### config.mk
export PLATFORM = sky130hd
export DESIGN_NAME = storage_sequencer
export DESIGN_NICKNAME = d
export VERILOG_FILES = /design/src/rtl/storage_sequencer.sv
export SDC_FILE = /design/constraint.sdc
export NUM_CORES = 1
export LEC_CHECK = 0
export BUFFER_PORTS_ARGS = -buffer_cell sky130_fd_sc_hd__buf_2
export CELL_PAD_IN_SITES_DETAIL_PLACEMENT = 1
export CELL_PAD_IN_SITES_GLOBAL_PLACEMENT = 2
export CORE_ASPECT_RATIO = 1.5
export CORE_MARGIN = 10
export CORE_UTILIZATION = 33
export CTS_CLUSTER_DIAMETER = 100
export DETAILED_ROUTE_END_ITERATION = 8
export HOLD_SLACK_MARGIN = 0.1
export PLACE_DENSITY_LB_ADDON = 0.3
export SETUP_SLACK_MARGIN = 0.5
export SYNTH_ARGS = -nofsm -noshare
export SYNTH_HDL_FRONTEND = slang
export SYNTH_SLANG_ARGS = --single-unit
### constraint.sdc
create_clock -name clk -period 2.25 [get_ports clk]
set_clock_uncertainty 0.2 [all_clocks]
set_input_delay 0.3375 -clock clk [delete_from_list [all_inputs] [get_ports clk]]
set_output_delay 0.3375 -clock clk [all_outputs]
set_load 0.02 [all_outputs]
### src/rtl/storage_sequencer.sv
// Sequences all storage accesses: arbitrates tank moves, wall writes and
// self-scheduled projectile steps, one op in flight at a time.
module storage_sequencer #(
    parameter logic [7:0] PROJ_PERIOD = 8'd4,
    parameter logic [3:0] PROJ_RANGE  = 4'd15,
    parameter logic [1:0] SETTLE      = 2'd2
) (
    input  logic       clk,
    input  logic       reset,
    input  logic       tick,
    input  logic       t1_req,
    input  logic [7:0] t1_dir,
    input  logic       t2_req,
    input  logic [7:0] t2_dir,
    input  logic       t1_fire,
    input  logic       t2_fire,
    input  logic       wall_req,
    input  logic [7:0] wall_addr,
    input  logic [7:0] wall_data,
    output logic       t1_ack,
    output logic       t2_ack,
    output logic       wall_ack,
    output logic       busy,
    output logic       t1_proj_on,
    output logic       t2_proj_on,
    output logic [3:0] mode,
    output logic       wren,
    output logic [7:0] address,
    output logic [7:0] data
);

    typedef enum logic [1:0] {StIdle, StIssue, StSettle, StDone} state_t;
    typedef enum logic [2:0] {SrcT1, SrcT2, SrcWall, SrcP1, SrcP2} src_t;

    state_t          state;
    src_t            src;
    logic [1:0]      settle_cnt;
    logic [7:0]      tick_cnt;
    logic            rr_t2;
    logic [1:0][7:0] last_dir;
    logic [1:0]      p_on, p_due;
    logic [1:0][7:0] p_dir;
    logic [1:0][3:0] p_rem;

    logic            gnt;
    src_t            g_src;
    logic [3:0]      g_mode;
    logic [7:0]      g_addr, g_data;
    logic            wrap;
    logic [1:0]      fire, step_done, on_n, due_n;
    logic [1:0][7:0] dir_n;
    logic [1:0][3:0] rem_n;
    logic            t1_ok, t2_ok, wall_ok;

    assign t1_proj_on = p_on[0];
    assign t2_proj_on = p_on[1];
    assign fire       = {t2_fire, t1_fire};
    assign wrap       = tick && (tick_cnt == PROJ_PERIOD - 8'd1);
    // A requester still sees its ack this cycle; don't regrant it before it can drop req.
    assign t1_ok      = t1_req & ~t1_ack;
    assign t2_ok      = t2_req & ~t2_ack;
    assign wall_ok    = wall_req & ~wall_ack;

    always_comb begin
        gnt    = 1'b1;
        g_src  = SrcT1;
        g_mode = 4'b0000;
        g_addr = 8'h00;
        g_data = 8'h00;
        if (p_due[0]) begin
            g_src  = SrcP1;
            g_mode = 4'b0011;
            g_data = p_dir[0];
        end else if (p_due[1]) begin
            g_src  = SrcP2;
            g_mode = 4'b0111;
            g_data = p_dir[1];
        end else if (wall_ok) begin
            g_src  = SrcWall;
            g_addr = wall_addr;
            g_data = wall_data;
        end else if (t1_ok && (!t2_ok || rr_t2)) begin
            g_src  = SrcT1;
            g_mode = 4'b0001;
            g_data = t1_dir;
        end else if (t2_ok) begin
            g_src  = SrcT2;
            g_mode = 4'b0101;
            g_data = t2_dir;
        end else begin
            gnt = 1'b0;
        end
    end

    always_comb begin
        step_done[0] = (state == StDone) && (src == SrcP1);
        step_done[1] = (state == StDone) && (src == SrcP2);
        for (int i = 0; i < 2; i++) begin
            on_n[i]  = p_on[i];
            due_n[i] = p_due[i];
            dir_n[i] = p_dir[i];
            rem_n[i] = p_rem[i];
            if (step_done[i]) begin
                due_n[i] = 1'b0;
                rem_n[i] = p_rem[i] - 4'd1;
                if (p_rem[i] == 4'd1) on_n[i] = 1'b0;
            end else if (fire[i] && !p_on[i]) begin
                on_n[i]  = 1'b1;
                dir_n[i] = last_dir[i];
                rem_n[i] = PROJ_RANGE;
            end
            // Only projectiles already active at the wrap get a step due.
            if (wrap && p_on[i] && on_n[i]) due_n[i] = 1'b1;
        end
    end

    always_ff @(posedge clk) begin
        if (reset) begin
            state      <= StIdle;
            src        <= SrcT1;
            settle_cnt <= 2'd0;
            tick_cnt   <= 8'd0;
            rr_t2      <= 1'b0;
            last_dir   <= {8'h00, 8'h01};
            p_on       <= 2'b00;
            p_due      <= 2'b00;
            p_dir      <= '0;
            p_rem      <= '0;
            t1_ack     <= 1'b0;
            t2_ack     <= 1'b0;
            wall_ack   <= 1'b0;
            busy       <= 1'b0;
            mode       <= 4'b0000;
            wren       <= 1'b0;
            address    <= 8'h00;
            data       <= 8'h00;
        end else begin
            t1_ack   <= 1'b0;
            t2_ack   <= 1'b0;
            wall_ack <= 1'b0;
            if (tick) tick_cnt <= wrap ? 8'd0 : tick_cnt + 8'd1;
            p_on  <= on_n;
            p_due <= due_n;
            p_dir <= dir_n;
            p_rem <= rem_n;
            unique case (state)
                StIdle: begin
                    if (gnt) begin
                        state      <= StIssue;
                        src        <= g_src;
                        busy       <= 1'b1;
                        wren       <= 1'b1;
                        mode       <= g_mode;
                        address    <= g_addr;
                        data       <= g_data;
                        settle_cnt <= SETTLE - 2'd1;
                        if (g_src == SrcT1) rr_t2 <= 1'b0;
                        if (g_src == SrcT2) rr_t2 <= 1'b1;
                    end
                end
                StIssue: begin
                    wren  <= 1'b0;
                    state <= StSettle;
                end
                StSettle: begin
                    if (settle_cnt == 2'd0) state <= StDone;
                    else settle_cnt <= settle_cnt - 2'd1;
                end
                StDone: begin
                    state   <= StIdle;
                    busy    <= 1'b0;
                    mode    <= 4'b0000;
                    address <= 8'h00;
                    data    <= 8'h00;
                    if (src == SrcT1) begin
                        t1_ack      <= 1'b1;
                        last_dir[0] <= data;
                    end
                    if (src == SrcT2) begin
                        t2_ack      <= 1'b1;
                        last_dir[1] <= data;
                    end
                    if (src == SrcWall) wall_ack <= 1'b1;
                end
                default: state <= StIdle;
            endcase
        end
    end

endmodule

==> results.ini <==
[power]
switching_share_pct=34.0
p_switching_mw=1.54
p_leak_nw=1.92
sequentialPowerShare_pct=41.0
peakVddDrop_mv=0.433
power.clock.fraction_pct=30.4
power.density_nw_per_um2=922
power.internal_mw=2.99
pwr-share-comb_pct=28.6

[timing]
setup_violations=0
max_freq_mhz=536
rsz0062_at_grt=true
slew_headroom_pct=65.3
final.setup.tns_ps=0
layout_min_cycle_time_ps=1860
finalHoldViolCount=0
worst_pin_slew_ps=519
slew_viol_final=0
finalCritPeriodShare_pct=82.8

[floorplan]
die_area_um2=16000
io_pins=67
std_cell_rows=47
start_util_pct=33.7
die_w_um=107
die_y_um=150
placeableCoreArea_um2=11000

[critical_path]
crit_arrival_ps=1900
cp_num_buf_inv=1
rr_worst_depth=5
crit_chain=or2_4, o41ai_4, nor3_4, buf_6, a32o_1
r2r-start=p_due[1]
cp_max_fo=5
cpPeakStageDelay_ps=440
r2r-end=mode[2]
required_ps=2290
start_kind=flip-flop
cp_top_family=compound AO/OA/AOI/OAI gates
path_class=flip-flop to flip-flop
end_kind=flip-flop
worst-r2r-setup-slack_ps=390
crit_slowest_cell=o41ai_4

[detailed_routing]
vias=3527
routed_via_density=5.25
post_drt_wl_per_cell_um=18.0
drtAntennaViolNets=0
drc=0
drt_iter0_drc=104
wirelength_mm=12.1
drt-pass1-iter-count=4

[global_route]
overflow=0
grt_pass1_wl_mm=19.1
grt_use_total_pct=15.1
grt_max_degree=25
antenna_found_initial=0
grt_pass1_vias=3718

[final_layout]
fill_cells=1324
final_common_cell=dfxtp_1
final_nets=571
final_core_util_pct=44.7
multi_input_area_um2=1980
mostFrequentLayoutCells=77 x dfxtp_1, 68 x nand2_1, 65 x buf_2
design_area_um2=4920
stdcell_count=672
regArea_um2=1700
drive_above_1_share_pct=30.9
diodes=0
syn_to_final_growth_pct=32.6

[min_path]
hold_end=tick_cnt[1]
min_from=tick
whs_path_depth=3
hp-class=input pin to flip-flop

[place]
dp.cells=625
io_buffers=65
placed_area_um2=4250
place_congestion=0.762
dp_hpwl_mm=8.77

[yosys]
syn_inst=419
synth-edff-count=0
syn_area_per_cell_um2=8.85
synth.net_count=470
synth.area.top_cells=dfxtp_1 45%, nand2_1 7.3%, a21oi_1 5.7%
yosysWarnings=0
ys_seq_area_share_pct=45.4
netlist_area_um2=3710
synth_top_cell_area_share_pct=45.4
synth_top_cell_by_area=dfxtp_1
synth.distinct_cells=58
synth_async_sr_flop_share_pct=0
synth-seq-cells=84
ys.flop_type=dfxtp_1

[cts]
cts-root-buf=clkbuf_16
cts.htree.levels=3
clockBufferDepth=2
cts_tree=built
clock_latency_ps=350
cts-buffers-inserted=9
clkTransAtPathRegs_ps=60
clock-sinks=84

[status]
status=finished, final reports clean

[flow_run]
max-cap-violations=0

[routing by layer]
metal	share of wire, %	track usage, %	wire length (um)	vias to the layer above
met5	0	0	0	-
met4	1.8	6.25	218	0
met3	5.7	4.22	685	18
met2	52	26.7	6290	88
met1	40	16.5	4890	1720
li1	-	-	-	1701
[cells by family after synthesis]
family | after synthesis | share of synthesized area, %
simple gates | 155 | 21.6
compound gates | 124 | 23.0
flops | 84 | 45.4
buf+inv | 36 | 4.29
fa+ha+maj | 11 | 3.71
xor+xnor | 6 | 1.42
mux | 2 | 0.540
other cells | 1 | 0.101
[power by group through the flow]
| stage | logic, mW | clock network, mW | registers (mW) |
|---|---|---|---|
| 2_1_floorplan | 0.605 | 0 | 1.95 |
| 3_5_place_dp | 1.06 | 0 | 1.89 |
| 4_1_cts | 1.18 | 1.41 | 1.87 |
| 6_report | 1.30 | 1.38 | 1.86 |
| 3_3_place_gp | 1.03 | 0 | 1.89 |
| 5_1_grt | 1.41 | 1.47 | 1.89 |
[worst max path at each step]
stage          cells past startpoint         from           to  slack, ps
3_3_place_gp                       4  tick_cnt[2]  tick_cnt[6]        180
3_5_place_dp                       4  tick_cnt[2]  tick_cnt[2]        150
5_1_grt                            5     p_due[1]      data[0]        340
2_1_floorplan                      5       t1_ack      data[0]        500
4_1_cts                            5       t1_ack      mode[2]        440
6_report                           5     p_due[1]      mode[2]        390
[registers in the layout (all words and copies together) (netlist names)]
| register | cells |
|---|---|
| t1_ack | 1 |
| address | 8 |
| p_dir | 16 |
| wren | 1 |
| last_dir | 16 |
| p_on | 2 |
| src | 3 |
| state | 2 |
| wall_ack | 1 |
| tick_cnt | 8 |
| t2_ack | 1 |
| p_due | 2 |
| busy | 1 |
| mode | 3 |
| p_rem | 8 |
| settle_cnt | 2 |
| rr_t2 | 1 |
| data | 8 |
[synthesized netlist by cell type, types with 10 or more instances]
cell,n
o21ai_0,19
nand3_1,12
nor2_1,16
a21oi_1,42
dfxtp_1,84
ha_1,11
a22o_1,10
nand2b_1,11
clkbuf_1,16
inv_1,13
nand2_1,72
[final cells by class]
cell class	instances	share of cell area (%)
clock buffers	11	4.73
multi-input cells	299	40.3
clock inverters	5	0.789
flip-flops and latches	84	34.5
repair buffers	113	15.0
well taps	147	3.74
inverters	13	0.992
[worst min-delay path: cells and delay by family]
family	cells	cell delay, ps
AO/OA/AOI/OAI	1	60
AND/OR/NAND/NOR	1	90
buffers and inverters	1	140
[metrics by stage]
stage               hold slack, ps  power (mW)  setup WS, ps
detailed placement             248        2.95           147
global route                   144        4.78           341
finish                         123        4.53           386
CTS                            121        4.46           440
global placement               241        2.92           180
floorplan                      232        2.56           501
[repair_timing]
action                                 in CTS  in global routing
gates resized for setup                    21                 15
hold buffers                               10                  0
setup endpoints to repair                  78                 52
endpoints found under the hold margin      10                  0
cloned                                      1                  0
pin swaps                                   7                  8
setup buffers                               7                 13
(Power assumes the default switching activity.)
